### config.mk
export PLATFORM = sky130hd
export DESIGN_NAME = mult_ctrl
export DESIGN_NICKNAME = d
export VERILOG_FILES = /design/src/rtl/mult_ctrl.sv
export SDC_FILE = /design/constraint.sdc
export NUM_CORES = 1
export LEC_CHECK = 0
export CAP_MARGIN = 0
export CELL_PAD_IN_SITES_DETAIL_PLACEMENT = 1
export CELL_PAD_IN_SITES_GLOBAL_PLACEMENT = 1
export CORE_MARGIN = 2
export CORE_UTILIZATION = 31
export DETAILED_ROUTE_END_ITERATION = 8
export MAX_ROUTING_LAYER = met4
export PLACE_DENSITY = 0.77
export SLEW_MARGIN = 40
export SYNTH_ARGS = -nofsm -noshare
export SYNTH_HDL_FRONTEND = slang
export SYNTH_SLANG_ARGS = --single-unit
### constraint.sdc
create_clock -name clk -period 1.95 [get_ports clk]
set_input_delay 0.4875 -clock clk [delete_from_list [all_inputs] [get_ports clk]]
set_output_delay 0.4875 -clock clk [all_outputs]
set_load 0.01 [all_outputs]
### src/rtl/mult_ctrl.sv
// Shift-and-add multiplier sequencer: Moore FSM with a shadow iteration counter and a sticky overrun flag.
// Optional early termination on an all-zero multiplier is enabled by defining MULT_CTRL_SKIP_EN.
module mult_ctrl #(
  parameter int ITERS = 4,
  parameter int CW    = 3
) (
  input  logic clk,
  input  logic rst,
  input  logic start,
  input  logic q0,
  input  logic cnt_done,
  input  logic b_zero,
  output logic ld,
  output logic clr_p,
  output logic add_en,
  output logic shift_en,
  output logic dc,
  output logic busy,
  output logic done,
  output logic err
);

  typedef enum logic [2:0] {
    S_IDLE,
    S_LOAD,
    S_TEST,
    S_ADD,
    S_SHIFT,
    S_DONE
  } state_t;

  localparam logic [CW-1:0] SC_MAX  = '1;
  localparam logic [CW-1:0] SC_OVER = CW'(ITERS + 1);

  state_t        state, next;
  logic [CW-1:0] sc;
  logic          overrun;
  logic          skip;

  // The shadow counter only disagrees with the datapath counter when cnt_done never arrives.
  assign overrun = (state == S_TEST) && !cnt_done && (sc == SC_OVER);

`ifdef MULT_CTRL_SKIP_EN
  assign skip = b_zero;
`else
  logic unused_b_zero;
  assign unused_b_zero = b_zero;
  assign skip          = 1'b0;
`endif

  always_ff @(posedge clk) begin
    // NOTE: every register here uses non-blocking assignment so all state updates see pre-edge values.
    if (rst) begin
      state <= S_IDLE;
      sc    <= '0;
      err   <= 1'b0;
    end else begin
      state <= next;
      // Clearing on entry keeps err visible right up to the first LOAD cycle of the next operation.
      if (state == S_IDLE && start) begin
        sc  <= '0;
        err <= 1'b0;
      end else begin
        if (state == S_SHIFT && sc != SC_MAX) sc <= sc + 1'b1;
        if (overrun) err <= 1'b1;
      end
    end
  end

  always_comb begin
    // NOTE: defaults first, so no path through the case leaves a signal unassigned (no latches).
    next     = state;
    ld       = 1'b0;
    clr_p    = 1'b0;
    add_en   = 1'b0;
    shift_en = 1'b0;
    dc       = 1'b0;
    busy     = 1'b0;
    done     = 1'b0;
    unique case (state)
      S_IDLE: if (start) next = S_LOAD;
      S_LOAD: begin
        ld    = 1'b1;
        clr_p = 1'b1;
        busy  = 1'b1;
        next  = S_TEST;
      end
      S_TEST: begin
        busy = 1'b1;
        if (cnt_done)     next = S_DONE;
        else if (overrun) next = S_DONE;
        else if (skip)    next = S_DONE;
        else if (q0)      next = S_ADD;
        else              next = S_SHIFT;
      end
      S_ADD: begin
        add_en = 1'b1;
        busy   = 1'b1;
        next   = S_SHIFT;
      end
      S_SHIFT: begin
        shift_en = 1'b1;
        dc       = 1'b1;
        busy     = 1'b1;
        next     = S_TEST;
      end
      S_DONE: begin
        done = 1'b1;
        if (!start) next = S_IDLE;
      end
      default: next = S_IDLE;
    endcase
  end

endmodule

-- Yosys cells after proc, flatten, opt, wreduce, memory -nomap -nowiden
Cells that the tools add are included.
- add/sub/neg operators: 1
- equality and inequality tests: 9
- multiplexer cells: 11
- reductions and logical operators: 10
- operator list (operator ; number):
    3-bit two-way mux ; 5
    3-bit case mux with 5 select lines ; 1
    3-bit equality test (second input constant) ; 3
    3-bit by 2-bit equality test with 1-bit output (second input constant) ; 2
    1-bit two-way mux ; 5
    1-bit logical AND ; 4
    2-bit != test (second input constant) ; 2
    2-bit OR reduction ; 2
    4-bit OR reduction ; 1
    3-bit by 1-bit adder with 3-bit output (second input constant) ; 1
    3-bit by 1-bit equality test with 1-bit output (second input constant) ; 1
    3-bit zero test ; 1
    3-bit != test (second input constant) ; 1
    2-bit AND reduction ; 1
    1-bit zero test ; 1
- register bits after elaboration: 7
- input port bits: 6
- output and inout bits: 8
- logic and storage cells: 34

-- Depth between registers and ports, before layout
Gate-level depths: netlist of the first run.
- depth in word-level cells: 6
- depth in mapped cells: 5

-- Worst setup path before layout of the first run
No wires, ideal clock.
- path type: register to output
- start point: reg state[2]
- end point: out shift_en
- data arrival time: 1.042 ns
- slack: 0.421 ns
- stages on the path, launching flop included: 4
- path buffers: 2
- cells stage by stage: dfxtp_1 > buf_2 > nor3b_1 > buf_4
- longest elaborated chain between the ends: 2
- ends and longest elaborated chain (what ; line ; source):
    start, declared ; 35 ; state_t state, next;
    start signal, assigned ; 58 ; state <= next;
    3-bit equality test ; n/a ;
    1-bit two-way mux ; n/a ;
    end, declared ; 16 ; output logic shift_en,
Every way passes these cells.

-- Worst setup path in the final report of the first run
- start point: reg state[2]
- end point: out shift_en
- longest elaborated chain between the ends: 2
- ends and longest elaborated chain (what ; line ; source):
    3-bit equality test ; 80 ; unique case (state)
    1-bit two-way mux ; 80 ;
Every way passes these cells.

==> metrics.csv, run 1 <==
stage;metric;value;unit
clocking;Reg clk slew, reported paths;0.05;ns
grt;initial antenna violation count;0;
power;clock share of power;0.343;
synth;distinct cell type count after synthesis;27;
grt;first-pass GRT wire length;1720;µm
detailed_routing;post-DR wirelength/cell;13.4;µm
synth;Seq/Total Area, Yosys;0.327;
synth;Synthesis Warnings;0;
grt;vias in the first global route;397;
clocking;H-tree levels;1;
timing;Fmax;0.530;GHz
placement;dpl hpwl;826;µm
grt;pin count of the biggest net entering global routing;7;
timing;Tmin final;1.89;ns
detailed_routing;Routed WL;1030;µm
setup_path;beginning of the critical path;state[2];
setup_path;Slowest-stage cell, CP;clkdlybuf4s50_1;
power;Power Density;638;nW/µm²
setup_path;path type of the worst setup path;register to output pin;
power;Pint;282;µW
synth;Synth top area share;0.327;
synth;Synth area leader;dfxtp_1;
clocking;CTS Buffer Depth;2;
placement;Placed Instances;73;
layout;fraction of layout cells with a size suffix above 1;0.242;
timing;RSZ-0062 raised after global routing;no;
setup_path;R2R Path Start;sc[0];
placement;Buffers on Ports;12;
grt;GR Util met1;0.148;
clocking;PostCTS Resize Cnt;6;
synth;Post-Syn Nets;56;
grt;total gr overflow;0;
layout;fillers;162;
job;max_cap viols;0;
power;Logic pwr share;0.246;
setup_path;R2R cell count;5;
detailed_routing;vias post-DR;393;
detailed_routing;Final ANT Viol Nets;0;
timing;Max Transition Viols Final;0;
floorplanning;core area;1300;µm²
setup_path;R2R setup slack;0.45;ns
synth;Post-synth EDFFs;0;
timing;worst-margin pin slew;0.359;ns
power;Lkg Pwr;0.282;nW
grt;met3 usage in global routing;0.0815;
power;VDD IR max;0.281;mV
detailed_routing;DR vias/cell;5.10;
placement;routability cong.;0.766;
timing;Worst Clk Skew;0.00183;ns
clocking;CTS Sinks;7;
setup_path;Critical Path End;shift_en;
power;Switch Pwr;110;µW
clocking;TritonCTS Buffers;3;
outcome;outcome;complete, no violations;
setup_path;crit path max fanout;6;
setup_path;CP max stage delay;0.56;ns
clocking;Post-CTS Setup Bufs;0;
layout;Multi-input gate area;268;µm²
layout;area grow syn2layout;43.1;%
setup_path;CP cell instances;nor3b_2 > clkdlybuf4s50_1;
timing;Hold WS;0.471;ns
setup_path;reg-to-reg endpoint;sc[2];
floorplanning;Initial Util;0.330;
timing;period utilization;0.967;
synth;Synth Instances;47;
clocking;clk root buf;clkbuf_4;
clocking;worst skew pair latency;0.25;ns
detailed_routing;Post-route DRC;0;
setup_path;WP data arrival;1.40;ns
hold_path;worst min-delay path category;register to register;
synth;Async S/R FF share, synth;0;
grt;routing usage on met2;0.305;
floorplanning;I/O Pins;14;
clocking;CTS tree;yes;
layout;ANT cells;0;
synth;synth top area cells;dfxtp_1 33%, ha_1 8.7%, nor2_1 6.1%;
timing;Final Setup Violations;0;
setup_path;critical path required time;1.46;ns
power;Final Total Pwr;392;µW
layout;Post-Layout Cell Count;77;
layout;final-stage net count;72;
synth;Yosys reg bits;7;
layout;Seq. cell area;149;µm²
synth;most instantiated cells after synthesis;7 x dfxtp_1, 7 x nor2_1, 3 x ha_1;
grt;most used routing layer;met2;
synth;Post-synth top flop;dfxtp_1;
power;Flop pwr share;0.411;
setup_path;Critical Path Source Type;register;
synth;Avg Synthesized Cell Area;9.13;µm²
floorplanning;Die Ht;41.2;µm
grt;GRT Util Overall;0.173;
timing;Final Hold Viols;0;
detailed_routing;First-pass DRT Iterations;4;
clocking;# hold bufs at CTS;0;
floorplanning;number of cell rows;13;
setup_path;critical path endpoint category;output pin;
floorplanning;die area;1700;µm²
power;fraction of power spent switching nets;0.280;
detailed_routing;DRT iter0 DRCs;3;
timing;Rel. slew slack;0.760;
synth;Post-Syn Area;429;µm²
floorplanning;chip width;41.2;µm
==> registers in the layout (all words and copies together), names as in the netlist <==
signal,flops
sc,3
state,3
err,1
==> per-layer routing <==
| metal | part of all wire | routed length (µm) |
|---|---|---|
| met1 | 0.39 | 399 |
| met2 | 0.55 | 563 |
| met3 | 0.067 | 69 |
| met4 | 0 | 0 |
| met5 | 0 | 0 |
==> cell type report <==
cell class              count  area share
multi-input cells          34       0.436
flip-flops and latches      7       0.242
repair buffers             15       0.236
clock buffers               4      0.0428
well taps                  15      0.0305
inverters                   2      0.0122
==> critical path: cells and delay by family (launching register included) <==
family                 cells  cell delay (ns)
buffers and inverters      1             0.56
flip-flops                 1             0.39
AND/OR/NAND/NOR            1             0.19
==> placed cells by master (no fill, tap or decap), types with 2 or more instances in the layout <==
cell,n
ha_1,3
nand2_1,2
xnor2_1,2
dfxtp_4,2
nor2_1,7
clkdlybuf4s50_1,8
inv_1,2
clkbuf_4,3
nor3b_2,2
buf_4,3
and2_1,2
dfxtp_1,4
dlymetal6s2s_1,2
dlygate4sd2_1,2
==> power groups by stage <==
stage | clock network, mW | logic (mW) | registers (mW)
6_report | 0.134 | 0.0964 | 0.161
5_1_grt | 0.157 | 0.106 | 0.162
4_1_cts | 0.144 | 0.0958 | 0.161
3_5_place_dp | 0 | 0.0977 | 0.162
3_3_place_gp | 0 | 0.0952 | 0.162
2_1_floorplan | 0 | 0.0594 | 0.159
==> metrics by stage <==
| stage | setup slack [ns] | instance area (µm²) | setup TNS [ns] | utilization |
|---|---|---|---|---|
| final | 0.0645 | 614 | 0 | 0.472 |
| after global routing | 0.0129 | 614 | 0 | 0.472 |
| after CTS | -0.0795 | 593 | -0.224 | 0.456 |
| after detailed placement | 0.0930 | 559 | 0 | 0.430 |
| after global placement | 0.129 | 559 | 0 | 0.430 |
| after floorplan | 0.421 | 429 | 0 | - |
==> worst min-delay path by stage <==
stage	startpoint	end	slack (ns)	cells past startpoint
6_report	err	err	0.47	2
5_1_grt	err	err	0.53	2
4_1_cts	err	err	0.48	2
3_5_place_dp	err	err	0.46	2
3_3_place_gp	err	err	0.46	2
2_1_floorplan	sc[1]	sc[1]	0.49	2
==> cell families after synthesis <==
family                     Yosys count  share of synthesized area
and+or+nand+nor                     20                      0.297
AOI/OAI and AO/OA                    7                      0.114
DFF                                  7                      0.327
buffers and inverters                6                     0.0904
xor gates and xnor gates             3                     0.0612
adders and majority gates            3                     0.0875
muxes                                1                     0.0233
No activity file was read; power rests on OpenSTA's default activity.
==> inputs of run 2 (changes only) <==
--- a/config.mk
+++ b/config.mk
@@ -8,7 +8,6 @@
 export CAP_MARGIN = 0
 export CELL_PAD_IN_SITES_DETAIL_PLACEMENT = 1
 export CELL_PAD_IN_SITES_GLOBAL_PLACEMENT = 1
-export CORE_MARGIN = 2
 export CORE_UTILIZATION = 31
 export DETAILED_ROUTE_END_ITERATION = 8
 export MAX_ROUTING_LAYER = met4
==> metrics.csv, run 2 (same netlist as run 1, synthesis figures left out) <==
stage;metric;value;unit;change
grt;vias in the first global route;363;;was 397
timing;period utilization;0.965;;was 0.967
layout;fraction of layout cells with a size suffix above 1;0.246;;was 0.242
placement;dpl hpwl;745;µm;was 826 µm
job;max_cap viols;0;;unchanged
timing;Final Setup Violations;0;;unchanged
hold_path;worst min-delay path category;register to register;;unchanged
clocking;CTS Buffer Depth;2;;unchanged
detailed_routing;WL met3;51;µm;was 69 µm
timing;Tmin final;1.88;ns;was 1.89 ns
grt;total gr overflow;0;;unchanged
detailed_routing;Top Metal Used;met4;;was met3
detailed_routing;post-DR wirelength/cell;12.3;µm;was 13.4 µm
detailed_routing;vias post-DR;381;;was 393
timing;worst-margin pin slew;0.334;ns;was 0.359 ns
floorplanning;Initial Util;0.330;;unchanged
timing;Max Transition Viols Final;0;;unchanged
detailed_routing;Met1 Wirelength;412;µm;was 399 µm
clocking;H-tree levels;1;;unchanged
floorplanning;core area;1300;µm²;unchanged
layout;fillers;164;;was 162
layout;fin util;0.463;;was 0.472
timing;slack of the critical path;0.0692;ns;was 0.0645 ns
timing;Worst Clk Skew;0.0100;ns;was 0.00183 ns
grt;pin count of the biggest net entering global routing;10;;was 7
setup_path;R2R Path Start;sc[0];;unchanged
power;Final Total Pwr;395;µW;was 392 µW
placement;Buffers on Ports;12;;unchanged
setup_path;critical path required time;1.46;ns;about the same
layout;ANT cells;0;;unchanged
grt;initial antenna violation count;0;;unchanged
floorplanning;I/O Pins;14;;unchanged
detailed_routing;Final ANT Viol Nets;0;;unchanged
detailed_routing;met2 WL;453;µm;was 563 µm
detailed_routing;Routed WL;937;µm;was 1030 µm
timing;Rel. slew slack;0.776;;was 0.760
grt;GRT Util Overall;0.166;;was 0.173
layout;biggest registers after layout;sc: 3 flops, state: 3 flops, err: 1 flops;;unchanged
clocking;worst skew pair latency;0.27;ns;was 0.25 ns
timing;RSZ-0062 raised after global routing;no;;unchanged
power;Lkg Pwr;0.270;nW;was 0.282 nW
detailed_routing;DR vias/cell;5.01;;was 5.10
detailed_routing;DRT iter0 DRCs;0;;was 3
layout;area grow syn2layout;40.5;%;was 43.1%
timing;Final Hold Viols;0;;unchanged
floorplanning;die area;1540;µm²;was 1700 µm²
floorplanning;Die Ht;39.2;µm;was 41.2 µm
outcome;outcome;complete, no violations;;unchanged
setup_path;path type of the worst setup path;register to output pin;;unchanged
timing;Setup TNS;0;ns;unchanged
floorplanning;number of cell rows;13;;unchanged
clocking;TritonCTS Buffers;3;;unchanged
floorplanning;chip width;39.2;µm;was 41.2 µm
setup_path;Critical Path Source Type;register;;unchanged
setup_path;beginning of the critical path;state[2];;unchanged
clocking;# hold bufs at CTS;0;;unchanged
setup_path;WP data arrival;1.39;ns;was 1.40 ns
clocking;CTS Sinks;7;;unchanged
clocking;clk root buf;clkbuf_4;;unchanged
layout;most frequent cells in the layout;7 x nor2_1, 7 x clkdlybuf4s50_1, 4 x dfxtp_1, 4 x dlygate4sd2_1;;was 8 x clkdlybuf4s50_1, 7 x nor2_1, 4 x dfxtp_1
clocking;CTS tree;yes;;unchanged
grt;first-pass GRT wire length;1560;µm;was 1720 µm
power;VDD IR max;0.317;mV;was 0.281 mV
setup_path;crit path max fanout;9;;was 6
layout;final-stage net count;71;;was 72
power;Power Density;655;nW/µm²;was 638 nW/µm²
placement;routability cong.;0.783;;was 0.766
detailed_routing;First-pass DRT Iterations;1;;was 4
timing;Hold WS;0.470;ns;was 0.471 ns
placement;dpl ws;0.0558;ns;was 0.0930 ns
setup_path;critical path endpoint category;output pin;;unchanged
clocking;Reg clk slew, reported paths;0.06;ns;was 0.05 ns
timing;Fmax;0.532;GHz;was 0.530 GHz
hold_path;Hold Crit Start;err;;unchanged
detailed_routing;Post-route DRC;0;;unchanged
==> run 2: critical path, stage by stage, from the launching register on <==
cell and delay, ns:
dfxtp_4 0.38, nor3b_2 0.19, clkdlybuf4s50_1 0.56
==> run 2: through the flow <==
step,cell area (µm²),std cells
final,603,76
after global placement,552,72
after detailed placement,552,72
after floorplan,429,47
after CTS,601,76
after global routing,603,76
==> run 2: per-layer routing <==
metal  global-route usage  vias to the layer above
li1                     -                      191
met1                0.169                      177
met2                0.263                       11
met3               0.0694                        2
met4                0.103                        0
met5                    -                        -
==> run 2: area by class of cell <==
cell class,instances,area [µm²],share of cell area
Clock buffer,3,22.5,0.0373
Inverter,2,7.51,0.0124
Multi-Input combinational cell,34,268,0.444
Tap cell,15,18.8,0.0311
Clock inverter,1,5.00,0.00830
Timing Repair Buffer,14,133,0.220
Sequential cell,7,149,0.247
==> run 2: final timing paths <==
check	to	slack, ns	cells past startpoint
setup / recovery	ld	0.07	2
hold / removal	err	0.47	2
setup reg to reg	sc[1]	0.48	5
hold reg to reg	err	0.47	2
==> run 2: report_power, final <==
part	internal [mW]	leakage (nW)	switching, mW
registers	0.150	0.0586	0.0109
clock network	0.0756	0.0177	0.0648
logic	0.0515	0.194	0.0423
==> run 2: what timing repair did <==
item                                    in CTS  in global routing
resized for setup                           13                  1
hold endpoints to repair                     0                  0
buffers inserted                             0                  0
endpoints found under the setup margin       7                  1
pin swaps                                    0                  0
==> inputs of run 3 (changes only) <==
--- a/config.mk
+++ b/config.mk
@@ -11,7 +11,7 @@
 export CORE_UTILIZATION = 31
 export DETAILED_ROUTE_END_ITERATION = 8
 export MAX_ROUTING_LAYER = met4
-export PLACE_DENSITY = 0.77
+export PLACE_DENSITY = 0.79
 export SLEW_MARGIN = 40
 export SYNTH_ARGS = -nofsm -noshare
 export SYNTH_HDL_FRONTEND = slang
==> metrics.csv, run 3 (same netlist as run 1, synthesis figures left out) <==
stage;metric;value;unit;change
outcome;outcome;complete, no violations;;unchanged
grt;pin count of the biggest net entering global routing;10;;unchanged
placement;dpl hpwl;716;µm;was 745 µm
setup_path;critical path endpoint category;output pin;;unchanged
layout;ANT cells;0;;unchanged
timing;worst-margin pin slew;0.335;ns;was 0.334 ns
layout;most common cell after layout, fill and taps aside;nor2_1;;
power;clock share of power;0.353;;was 0.355
timing;RSZ-0062 raised after global routing;no;;unchanged
clocking;H-tree levels;1;;unchanged
timing;Rel. slew slack;0.776;;about the same
setup_path;Critical Path Source Type;register;;unchanged
power;VDD IR max;0.205;mV;was 0.317 mV
setup_path;Slowest-stage cell, CP;dfxtp_4;;was clkdlybuf4s50_1
grt;most used routing layer;met2;;unchanged
power;Lkg Pwr;0.324;nW;was 0.270 nW
grt;routing usage on met2;0.254;;was 0.263
layout;most frequent cells in the layout;7 x nor2_1, 5 x clkdlybuf4s50_1, 5 x dlymetal6s2s_1;;was 7 x nor2_1, 7 x clkdlybuf4s50_1, 4 x dfxtp_1, 4 x dlygate4sd2_1
power;Logic pwr share;0.236;;was 0.237
power;Flop pwr share;0.411;;was 0.407
job;max_cap viols;0;;unchanged
placement;routability cong.;0.756;;was 0.783
clocking;CTS Sinks;7;;unchanged
setup_path;critical path's top delay family;buffers and inverters;;unchanged
timing;Setup TNS;0;ns;unchanged
clocking;CTS Buffer Depth;2;;unchanged
clocking;worst skew pair latency;0.26;ns;was 0.27 ns
timing;Final Hold Viols;0;;unchanged
floorplanning;Die Ht;39.2;µm;unchanged
timing;Final Setup Violations;0;;unchanged
setup_path;critical path required time;1.46;ns;about the same
layout;final-stage net count;71;;unchanged
grt;vias in the first global route;363;;unchanged
floorplanning;core area;1300;µm²;unchanged
power;Power Density;643;nW/µm²;was 655 nW/µm²
clocking;TritonCTS Buffers;3;;unchanged
clocking;Reg clk slew, reported paths;0.06;ns;about the same
setup_path;crit path max fanout;5;;was 9
setup_path;CP cell instances;buf_4 > and3b_2 > dlygate4sd2_1;;was nor3b_2 > clkdlybuf4s50_1
clocking;CTS tree;yes;;unchanged
detailed_routing;DRT iter0 DRCs;7;;was 0
power;fraction of power spent switching nets;0.298;;was 0.299
floorplanning;die area;1540;µm²;unchanged
clocking;Post-CTS Setup Bufs;0;;unchanged
setup_path;WP data arrival;1.28;ns;was 1.39 ns
setup_path;path type of the worst setup path;register to output pin;;unchanged
floorplanning;I/O Pins;14;;unchanged
timing;period utilization;0.904;;was 0.965
timing;Worst Clk Skew;0.00893;ns;was 0.0100 ns
clocking;# hold bufs at CTS;0;;unchanged
timing;Fmax;0.567;GHz;was 0.532 GHz
grt;met3 usage in global routing;0.0694;;unchanged
floorplanning;number of cell rows;13;;unchanged
placement;Buffers on Ports;12;;unchanged
layout;area grow syn2layout;43.4;%;was 40.5%
detailed_routing;Post-route DRC;0;;unchanged
setup_path;CP max stage delay;0.36;ns;was 0.56 ns
setup_path;Buf/Inv on CP;2;;was 1
grt;first-pass GRT wire length;1570;µm;was 1560 µm
detailed_routing;Routed WL;974;µm;was 937 µm
timing;Max Transition Viols Final;0;;unchanged
grt;GR Util met1;0.176;;was 0.169
floorplanning;Initial Util;0.330;;unchanged
detailed_routing;post-DR wirelength/cell;12.8;µm;was 12.3 µm
detailed_routing;Final ANT Viol Nets;0;;unchanged
clocking;clk root buf;clkbuf_4;;unchanged
grt;total gr overflow;0;;unchanged
grt;GRT Util Overall;0.166;;unchanged
timing;Tmin final;1.76;ns;was 1.88 ns
layout;biggest registers after layout;sc: 3 flops, state: 3 flops, err: 1 flops;;unchanged
grt;initial antenna violation count;0;;unchanged
power;Pint;278;µW;was 277 µW
detailed_routing;DR vias/cell;4.91;;was 5.01
detailed_routing;vias post-DR;373;;was 381
detailed_routing;First-pass DRT Iterations;2;;was 1
clocking;PostCTS Resize Cnt;11;;was 13
hold_path;worst min-delay path category;register to register;;unchanged
power;Switch Pwr;118;µW;about the same
floorplanning;chip width;39.2;µm;unchanged
layout;fraction of layout cells with a size suffix above 1;0.246;;unchanged
power;Final Total Pwr;396;µW;was 395 µW
[run 3: cell count changes in the layout (fill, tap and decap cells not counted)]
cell	delta
clkdlybuf4s50_1	-2
dlygate4sd2_1	-2
dlymetal6s2s_1	+4
[run 3: final timing paths]
kind,slack (ns),to,cells after the start,startpoint
worst max-delay path,0.19,done,3,state[1]
worst min-delay path,0.47,err,2,err
worst max register to register,0.49,sc[2],5,sc[0]
worst min register to register,0.47,err,2,err
[run 3: metal layers]
metal,share of wire,vias to the layer above
met4,0.010,0
met1,0.44,169
li1,-,193
met3,0.054,2
met2,0.49,9
met5,0,-
[run 3: area by class of cell]
cell class	count	area, µm²
Clock inverter	1	5.00
Timing Repair Buffer	14	145
Inverter	2	7.51
Fill cell	156	686
Sequential cell	7	149
Multi-Input combinational cell	34	268
Tap cell	15	18.8
Clock buffer	3	22.5
[run 3: worst register-to-register path, cell delays in order (launching register included)]
cell     delay [ns]
dfxtp_1        0.34
ha_1           0.21
ha_1           0.21
nor4b_4        0.33
mux2i_1        0.23
nor2_1         0.05
[run 3: through the flow]
stage               setup WS (ns)  cells  instance area [µm²]   util  hold WS, ns
floorplan                   0.421     47                  429      -        0.493
CTS                       0.00871     76                  603  0.463        0.472
global route                0.123     76                  616  0.473        0.532
finish                      0.187     76                  616  0.473        0.466
global placement            0.116     72                  552  0.424        0.454
detailed placement          0.106     72                  552  0.424        0.457
[run 3: power groups by stage]
| stage | clock network, mW | logic (mW) | registers [mW] |
|---|---|---|---|
| after floorplan | 0 | 0.0594 | 0.159 |
| after global placement | 0 | 0.0930 | 0.163 |
| after detailed placement | 0 | 0.0941 | 0.163 |
| after CTS | 0.153 | 0.0972 | 0.162 |
| after global routing | 0.154 | 0.103 | 0.165 |
| final | 0.140 | 0.0934 | 0.163 |
